## src/rtl/keccak_pkg.sv

```systemverilog
// rtl/keccak_pkg.sv - shared Keccak state geometry and squeeze FSM type
package keccak_pkg;

    localparam int STATE_W  = 1600;
    localparam int LANE_W   = 64;
    localparam int LANE_CNT = 25;

    typedef enum logic {
        SQ_IDLE,
        SQ_SEND
    } sq_state_t;

endpackage

```

## src/rtl/keccak_squeeze_out.sv

```systemverilog
// rtl/keccak_squeeze_out.sv - captures the final Keccak state and streams the truncated digest
module keccak_squeeze_out
    import keccak_pkg::*;
#(
    parameter int WORD_W   = 64,
    parameter int OUT_BITS = 256
) (
    input  logic               clk,
    input  logic               rst,
    input  logic [STATE_W-1:0] state_in,
    input  logic               state_valid,
    output logic               state_ready,
    output logic [WORD_W-1:0]  out_data,
    output logic               out_valid,
    input  logic               out_ready,
    output logic               out_last,
    output logic               busy
);

    localparam int NUM_WORDS = OUT_BITS / WORD_W;
    localparam int IDX_W     = (NUM_WORDS > 1) ? $clog2(NUM_WORDS) : 1;
    localparam logic [IDX_W-1:0] LAST_IDX = IDX_W'(NUM_WORDS - 1);

    // Reject digest geometries that cannot be cut into whole words of the state.
    if (((OUT_BITS % WORD_W) != 0) || (OUT_BITS > STATE_W)) begin : g_param_check
        $fatal(1, "keccak_squeeze_out: OUT_BITS must be a multiple of WORD_W and at most 1600");
    end

    sq_state_t             state_q, state_d;
    logic [IDX_W-1:0]      idx_q, idx_d;
    logic [OUT_BITS-1:0]   dig_q, dig_d;
    logic                  send;

    assign send = (state_q == SQ_SEND);

    // State, word index and digest buffer registers; reset discards any partial digest.
    always_ff @(posedge clk) begin
        if (rst) begin
            state_q <= SQ_IDLE;
            idx_q   <= '0;
            dig_q   <= '0;
        end else begin
            state_q <= state_d;
            idx_q   <= idx_d;
            dig_q   <= dig_d;
        end
    end

    // Next state: capture the truncated state in IDLE, advance the word index on each transfer.
    always_comb begin
        state_d = state_q;
        idx_d   = idx_q;
        dig_d   = dig_q;
        unique case (state_q)
            SQ_IDLE: begin
                if (state_valid) begin
                    dig_d   = state_in[OUT_BITS-1:0];
                    idx_d   = '0;
                    state_d = SQ_SEND;
                end
            end
            SQ_SEND: begin
                if (out_ready) begin
                    if (idx_q == LAST_IDX) begin
                        idx_d   = '0;
                        state_d = SQ_IDLE;
                    end else begin
                        idx_d = idx_q + 1'b1;
                    end
                end
            end
            default: state_d = SQ_IDLE;
        endcase
    end

    // Outputs depend only on registered state so no input reaches an output combinationally.
    always_comb begin
        out_valid   = send;
        busy        = send;
        state_ready = !send;
        out_last    = send && (idx_q == LAST_IDX);
        out_data    = send ? dig_q[WORD_W*idx_q +: WORD_W] : '0;
    end

endmodule

```

## config.mk

```make
export PLATFORM = sky130hd
export DESIGN_NAME = keccak_squeeze_out
export DESIGN_NICKNAME = d
export VERILOG_FILES = /design/src/rtl/keccak_pkg.sv /design/src/rtl/keccak_squeeze_out.sv
export SDC_FILE = /design/constraint.sdc
export NUM_CORES = 1
export LEC_CHECK = 0
export ABC_AREA = 0
export CELL_PAD_IN_SITES_DETAIL_PLACEMENT = 0
export CELL_PAD_IN_SITES_GLOBAL_PLACEMENT = 1
export CORE_AREA = 2 2 658 660
export CTS_BUF_LIST = sky130_fd_sc_hd__clkbuf_16
export CTS_CLUSTER_SIZE = 10
export DETAILED_ROUTE_END_ITERATION = 7
export DIE_AREA = 0 0 660 662
export HOLD_SLACK_MARGIN = 0.02
export PLACE_DENSITY = 0.36
export SLEW_MARGIN = 20
export SYNTH_ARGS = -nofsm -noshare
export SYNTH_HDL_FRONTEND = slang
export SYNTH_SLANG_ARGS = --single-unit
export TNS_END_PERCENT = 5
```

## constraint.sdc

```tcl
create_clock -name clk -period 2.3 [get_ports clk]
set_input_delay 0.575 -clock clk [delete_from_list [all_inputs] [get_ports clk]]
set_output_delay 0.575 -clock clk [all_outputs]
set_load 0.005 [all_outputs]
```

# Yosys cells after proc, flatten, opt, wreduce, memory -nomap -nowiden
# Cells that the tools add are included.
[totals]
register_bits = 259
latch_bits = 0
mem_bits_rw = 0
romBits = 0
input_bits = 1604
word_cells = 22
memories = 0
[op_classes]
add_sub_neg = 1
n_mul = 0
div_mod_pow = 0
order_cmp = 0
eq_ne = 3
shifts = 1
muxes = 9
n_bitwise = 1
reduce_logical = 4
[op_table]
columns = ["op", "n"]
rows = [
  ["indexed part select 256 x 9 -> 64 bit", 1],
  ["2-to-1 mux 64 bit", 1],
  ["2-to-1 mux 2 bit", 3],
  ["inequality test 2 bit (second input constant)", 2],
  ["case mux 2 bit (2 select lines)", 1],
  ["AND reduction 2 bit", 2],
  ["2-to-1 mux 1 bit", 3],
  ["adder 2 x 1 -> 2 bit (second input constant)", 1],
  ["== test 2 bit (second input constant)", 1],
  ["case mux 1 bit (2 select lines)", 1],
  ["logical AND 1 bit", 1],
  ["zero test 1 bit", 1],
  ["inverter 1 bit", 1],
]

# Longest topological paths before layout
# Gate-level depths: netlist of run 1.
[depth]
ltp_word = 4
ltp_mapped = 6
ltp_nobuf = 4

# Least setup slack after synthesis of run 1
# No wires, ideal clock.
[synth_timing]
path_kind = "register -> output"
start = "register state_q (netlist: busy)"
end = "output port out_data[53]"
arrival_time_ns = 1.121
setup_slack_ns = 0.604
stages_incl_launch_ff = 6
n_path_buf = 3
path_cell_list = "dfxtp_1 -> buf_4 -> nand2b_1 -> buf_2 -> clkbuf_1 -> o22ai_1"
[synth_via]
elab_chain_cells = 1
[synth_lines]
columns = ["item", "line", "source"]
rows = [
  ["from (decl)", "keccak_squeeze_out.sv:29", "sq_state_t state_q, state_d;"],
  ["from (signal assigned)", "keccak_squeeze_out.sv:43", "state_q <= state_d;"],
  ["2-to-1 mux 64 bit", "keccak_squeeze_out.sv:82", "out_data = send ? dig_q[WORD_W*idx_q +: WORD_W] : '0;"],
  ["to (decl)", "keccak_squeeze_out.sv:13", "output logic [WORD_W-1:0] out_data,"],
]
# Every way passes these cells.

# Final worst setup path of run 1
[layout_timing]
start = "register idx_q[0]"
end = "output port out_data[2]"
[layout_via]
elab_chain_cells = 2
[layout_lines]
columns = ["item", "line", "source"]
rows = [
  ["from (decl)", "keccak_squeeze_out.sv:30", "logic [IDX_W-1:0] idx_q, idx_d;"],
  ["from (signal assigned)", "keccak_squeeze_out.sv:44", "idx_q <= idx_d;"],
  ["indexed part select 256 x 9 -> 64 bit", "keccak_squeeze_out.sv:82", ""],
  ["2-to-1 mux 64 bit", "keccak_squeeze_out.sv:82", ""],
]
# Every way passes these cells.

==> flow_summary.yaml, run 1 <==
floorplanning:
  fp.dieW_um: 660
  initial_core_util: 0.02541
  ios: 1672
  die_area_um2: 436900
  rows: 241
  die_y_um: 662
  core_um2: 429700
grt:
  grt_max_degree: 105
  grt_pass1_wl_um: 110800
  grt_pass1_vias: 11040
  grt_overflow: 0
  grt_use_total: 0.03897
  antenna_found_initial: 81
critical_path:
  reg2reg_to: "dig_q[132]$_SDFFE_PP0P_"
  r2r_cells: 5
  critPathMaxFanout: 8
  cp.arrival_ps: 2220
  cp.required_ps: 1730
  r2r_setup_slack_ps: 650
  critical_path.slowest_cell: "dfxtp_4"
  worstSetupEndpointType: "output pin"
  r2r_start: "busy$_SDFF_PP0_"
  path_cells: "buf_12 > buf_16 > buf_6 > mux2i_4 > buf_6 > o22ai_4 > buf_12"
  critPathKind: "register to output pin"
  max_stage_delay_ps: 370
  start_kind: "register"
pwr:
  p_leak_nw: 6.439
  p_per_area_nw_per_um2: 534.8
  power.total_mw: 12.91
  irDropWorstVdd_uv: 455.1
worst_hold_path:
  hold_path_depth: 2
  hp-start: "rst"
  hp-class: "primary input to register"
  hold_path_end: "dig_q[128]$_SDFFE_PP0P_"
layout:
  nFillCells: 50670
  fin_nets: 3311
  drive_gt1_frac: 0.1674
  post-route-util: 0.05616
  final_cells: 7457
  syn2layout_area_growth_pct: 121.0
drt:
  drtAntennaViolNets: 0
  firstDrtPassIters: 5
  drc: 0
  vias_per_cell: 1.484
  drt_iter0_drc: 440
  wl_um: 87840
  wl_per_cell_um: 11.78
  num_vias: 11060
clocking:
  root_buffer: "clkbuf_16"
  clock_path_buffers: 3
  clock_latency_ps: 630
  cts_buffers: 40
  cts_tree: "yes"
  htree_levels: 2
  path_clk_slew_ps: 60
  clock-sinks: 259
logic_synthesis:
  yosysSeqAreaShare: 0.4749
  avgSynthCellArea_um2: 8.087
  synth_area_um2: 10920
  yosysWarnings: 0
  synth.ff_latch_count: 259
  synthCells: 1350
  synth_nets: 2955
  synth_top_cell_area_share: 0.4749
  ys_types: 20
  synth_top_cell_by_area: "dfxtp_1"
  ys_top_cells_by_area: "dfxtp_1, nand2_1, mux2i_1, a21oi_1, o22ai_1"
sta:
  fin_skew_ps: 24.45
  fin_crit_ps: 2796
  holdWs_ps: 356.4
  setup_viol: 65
  drv_slew: 0
  fmax_mhz: 357.6
  setup_ws_ps: -496.1
  post-route-period-util: 1.216
  tns_ps: -18040
  max_slew_margin: 0.5154
  worstMarginPinSlew_ps: 726.9
  hold_viol: 0
  rsz0062_at_grt: "yes"
placement:
  gp_congestion: 0.6717
  io_buffers: 327
  placed_cells: 7358
  dp_hpwl_um: 72030
outcome:
  violations: "negative setup slack"
  run_status: "complete, but fails checks"
run:
  drv_cap: 0
[layer usage]
metal,wire [um],track usage
met5,345,0
met4,2074,0.009758
met2,47170,0.07386
met3,8002,0.01814
met1,30250,0.03773
[report_power, final]
part | total, mW | switching (mW) | internal [mW]
clock network | 5.95 | 2.62 | 3.33
logic | 2.05 | 1.00 | 1.04
registers | 4.91 | 0.160 | 4.75
total | 12.9 | 3.79 | 9.12
[cell families after synthesis]
| logic type | count (synthesis) | synth area share |
|---|---|---|
| mux | 129 | 0.1183 |
| compound gates | 323 | 0.1564 |
| buf+inv | 117 | 0.06876 |
| fa+ha+maj | 1 | 0.001146 |
| flops | 259 | 0.4749 |
| simple gates | 521 | 0.1805 |
[synth_stat cells]
cell,number
buf_6,27
and2_1,1
buf_2,30
nand2_1,513
nand2b_1,1
or2b_4,1
inv_1,1
buf_4,15
buf_1,1
o22ai_1,64
nor2b_1,1
a311oi_1,1
clkbuf_1,39
mux2i_1,129
a21oi_1,256
a32oi_1,2
clkbuf_4,4
ha_1,1
nor2_1,4
dfxtp_1,259
[worst max-delay path: cells and delay by family, from the launching register on]
| family | cells | cell delay [ps] |
|---|---|---|
| AOI/OAI and AO/OA | 1 | 240 |
| muxes | 1 | 200 |
| buffers and inverters | 5 | 750 |
| DFF | 1 | 370 |
[what timing repair did]
item | CTS | global route
pin swaps | 8 | 9
hold buffers | 0 | 0
setup endpoints to repair | 68 | 65
endpoints found under the hold margin | 0 | 0
resized for setup | 136 | 76
cloned | 2 | 1
setup buffers | 8 | 7
[final cells by class]
cell class                      instances  area [um^2]  share of cell area
Tap cell                             5710         7144              0.2960
Multi-Input combinational cell        974         5612              0.2325
Sequential cell                       259         5194              0.2152
Timing Repair Buffer                  430         4908              0.2034
Clock buffer                           40         1001             0.04148
Clock inverter                         34        247.7             0.01027
Antenna cell                            9        22.52           0.0009332
Inverter                                1        3.754           0.0001555
[per-stage QoR]
stage / instance area (um^2) / worst slack (ps)
6_report: 24130 / -496.1
5_1_grt: 24120 / -592.6
4_1_cts: 23790 / -615.1
3_5_place_dp: 21940 / -168.6
3_3_place_gp: 21940 / -201.0
2_1_floorplan: 10920 / 603.8
[how the worst max path moves through the flow]
stage | startpoint | cells after the start | endpoint
4_1_cts | idx_q[0]$_SDFFE_PP0P_ | 5 | out_data[40]
3_5_place_dp | idx_q[0]$_SDFFE_PP0P_ | 6 | out_data[1]
6_report | idx_q[0]$_SDFFE_PP0P_ | 7 | out_data[2]
3_3_place_gp | idx_q[0]$_SDFFE_PP0P_ | 7 | out_data[2]
2_1_floorplan | busy$_SDFF_PP0_ | 5 | out_data[53]
5_1_grt | idx_q[0]$_SDFFE_PP0P_ | 7 | out_data[2]
[sequential cells by signal (all words and copies together) (netlist names)]
name / cells
busy: 1
dig_q: 256
idx_q: 2
[cells in the final DEF (no fill, tap or decap), drive strengths merged, types with 2 or more instances in the layout]
cell type,Yosys,final
o22ai,64,64
clkdlybuf4s50,0,260
nand2,513,513
clkinvlp,0,3
buf,73,147
inv,1,17
a32oi,2,2
a21oi,256,256
nor2,4,4
dfxtp,259,259
clkbuf,43,50
dlymetal6s2s,0,6
clkinv,0,14
mux2i,129,129
diode,0,9
dlygate4sd2,0,7
(Power assumes the default switching activity.)
==> run 2, diff against run 1 <==
--- a/config.mk
+++ b/config.mk
@@ -10,11 +10,11 @@
 export CELL_PAD_IN_SITES_GLOBAL_PLACEMENT = 1
 export CORE_AREA = 2 2 658 660
 export CTS_BUF_LIST = sky130_fd_sc_hd__clkbuf_16
-export CTS_CLUSTER_SIZE = 10
 export DETAILED_ROUTE_END_ITERATION = 7
 export DIE_AREA = 0 0 660 662
 export HOLD_SLACK_MARGIN = 0.02
 export PLACE_DENSITY = 0.36
+export RECOVER_POWER = 100
 export SLEW_MARGIN = 20
 export SYNTH_ARGS = -nofsm -noshare
 export SYNTH_HDL_FRONTEND = slang
==> flow_summary.yaml, run 2 (same netlist as run 1, synthesis figures left out) <==
outcome:
  run_status: "complete, but fails checks"
  violations: "negative setup slack"
grt:
  grt_pass1_vias: 11060
  grt_overflow: 0
  grt_use_total: 0.03893
  grt_pass1_wl_um: 110800
  grt_max_degree: 105
  antenna_found_initial: 81
floorplanning:
  fp.dieW_um: 660
  core_um2: 429700
  initial_core_util: 0.02541
  ios: 1672
  die_area_um2: 436900
  rows: 241
  die_y_um: 662
drt:
  firstDrtPassIters: 5
  drc: 0
  drt_iter0_drc: 445
  wl_per_cell_um: 11.75
  vias_per_cell: 1.477
  wl_um: 87710
  num_vias: 11030
  drtAntennaViolNets: 0
critical_path:
  critical_path.slowest_cell: "dfxtp_4"
  critPathMaxFanout: 8
  crit_family: "buffers and inverters"
  path_cells: "buf_12 > buf_16 > buf_6 > mux2i_4 > buf_6 > o22ai_4 > buf_12"
  worstSetupEndpointType: "output pin"
  max_stage_delay_ps: 370
  cp.required_ps: 1730
  crit_buf_inv: 5
  start_kind: "register"
  critPathKind: "register to output pin"
  cp.arrival_ps: 2220
pwr:
  p_per_area_nw_per_um2: 539.5
  pwr-share-seq: 0.377
  clkPwrFrac: 0.467
  comb_power_share: 0.156
  p_sw_mw: 3.791
  swShare: 0.2913
  irDropWorstVdd_uv: 452.9
  internal_power_mw: 9.222
  p_leak_nw: 6.422
sta:
  worstMarginPinSlew_ps: 1348
  setup_ws_ps: -490.8
  drv_slew: 0
  fmax_mhz: 358.3
  post-route-period-util: 1.213
  holdWs_ps: 353.1
  setup_viol: 65
  hold_viol: 0
  rsz0062_at_grt: "yes"
  fin_skew_ps: 23.76
  fin_crit_ps: 2791
  max_slew_margin: 0.1016
clocking:
  hold_buffers: 0
  cts_buffers: 40
  clock-sinks: 259
  clock_path_buffers: 3
  htree_levels: 2
  root_buffer: "clkbuf_16"
  cts_tree: "yes"
  path_clk_slew_ps: 70
  clock_latency_ps: 630
layout:
  final_cell_mix: "nand2_1, clkdlybuf4s50_1, a21oi_1, dfxtp_1, mux2i_1"
  nFillCells: 50660
  seqCellArea_um2: 5194
  largest_register_ff_count: 256
  largest_register: "dig_q"
  fin_nets: 3311
  multiInputGateArea_um2: 5604
  syn2layout_area_growth_pct: 120.9
  layout_commonest_cell: "nand2_1"
  drive_gt1_frac: 0.1669
run:
  drv_cap: 0
placement:
  gp_congestion: 0.6717
  pre_cts_ws_ps: -168.6
  dp_hpwl_um: 72030
  io_buffers: 327
worst_hold_path:
  hp-class: "primary input to register"
-- run 2: changes by cell type in the layout (fill, tap and decap cells not counted), sizes merged --
cell,before,now
clkdlybuf4s50,260,259
clkbuf,50,52
diode,9,17
bufinv,1,2
buf,147,145
dlygate4sd3,0,1
inv,17,16
-- run 2: final timing paths --
| path | startpoint | end | slack [ps] | cells after the start |
|---|---|---|---|---|
| max reg2reg | busy$_SDFF_PP0_ | dig_q[194]$_SDFFE_PP0P_ | 210 | 5 |
| max | idx_q[0]$_SDFFE_PP0P_ | out_data[2] | -490 | 7 |
| min | rst | dig_q[64]$_SDFFE_PP0P_ | 350 | 2 |
| min reg2reg | dig_q[43]$_SDFFE_PP0P_ | dig_q[43]$_SDFFE_PP0P_ | 450 | 2 |
-- run 2: power groups by stage --
| stage | Sequential, mW | Combinational (mW) | Clock (mW) |
|---|---|---|---|
| 4_1_cts | 4.90 | 2.09 | 6.45 |
| 6_report | 4.91 | 2.03 | 6.08 |
| 2_1_floorplan | 4.93 | 0.801 | 0 |
| 3_5_place_dp | 4.98 | 1.97 | 0 |
| 5_1_grt | 4.94 | 2.23 | 6.58 |
| 3_3_place_gp | 4.97 | 1.97 | 0 |
-- run 2: per-stage QoR --
| stage | util | area, um^2 | setup TNS (ps) | std cells | total power, mW |
|---|---|---|---|---|---|
| after global routing | 0.05606 | 24090 | -30210 | 7452 | 13.75 |
| after CTS | 0.05544 | 23820 | -29480 | 7440 | 13.44 |
| after floorplan | - | 10920 | 0 | 1350 | 5.734 |
| after global placement | 0.05107 | 21940 | -905.6 | 7358 | 6.946 |
| after detailed placement | 0.05107 | 21940 | -1004 | 7358 | 6.948 |
| final | 0.05614 | 24120 | -17770 | 7465 | 13.01 |
-- run 2: final cells by class --
class                   count  share of cell area
well taps                5710              0.2962
multi-input cells         974              0.2323
flip-flops and latches    259              0.2153
repair buffers            430              0.2013
clock buffers              40             0.04149
clock inverters            34             0.01151
diodes                     17            0.001763
inverters                   1           0.0001556
-- run 2: routing by layer --
metal  share of wire  vias to the layer above  global-route usage
met3           0.092                      186             0.01823
met5          0.0040                        -                   0
met2            0.54                      326             0.07390
met4           0.023                       56            0.009342
li1                -                     5274                   -
met1            0.34                     5187             0.03768
-- run 2: what timing repair did --
action,4_1_cts,5_1_grt
endpoints found under the hold margin,0,0
pin swaps,8,9
buffers inserted,8,7
cloned,2,1
resized for setup,136,76
setup endpoints to repair,68,65
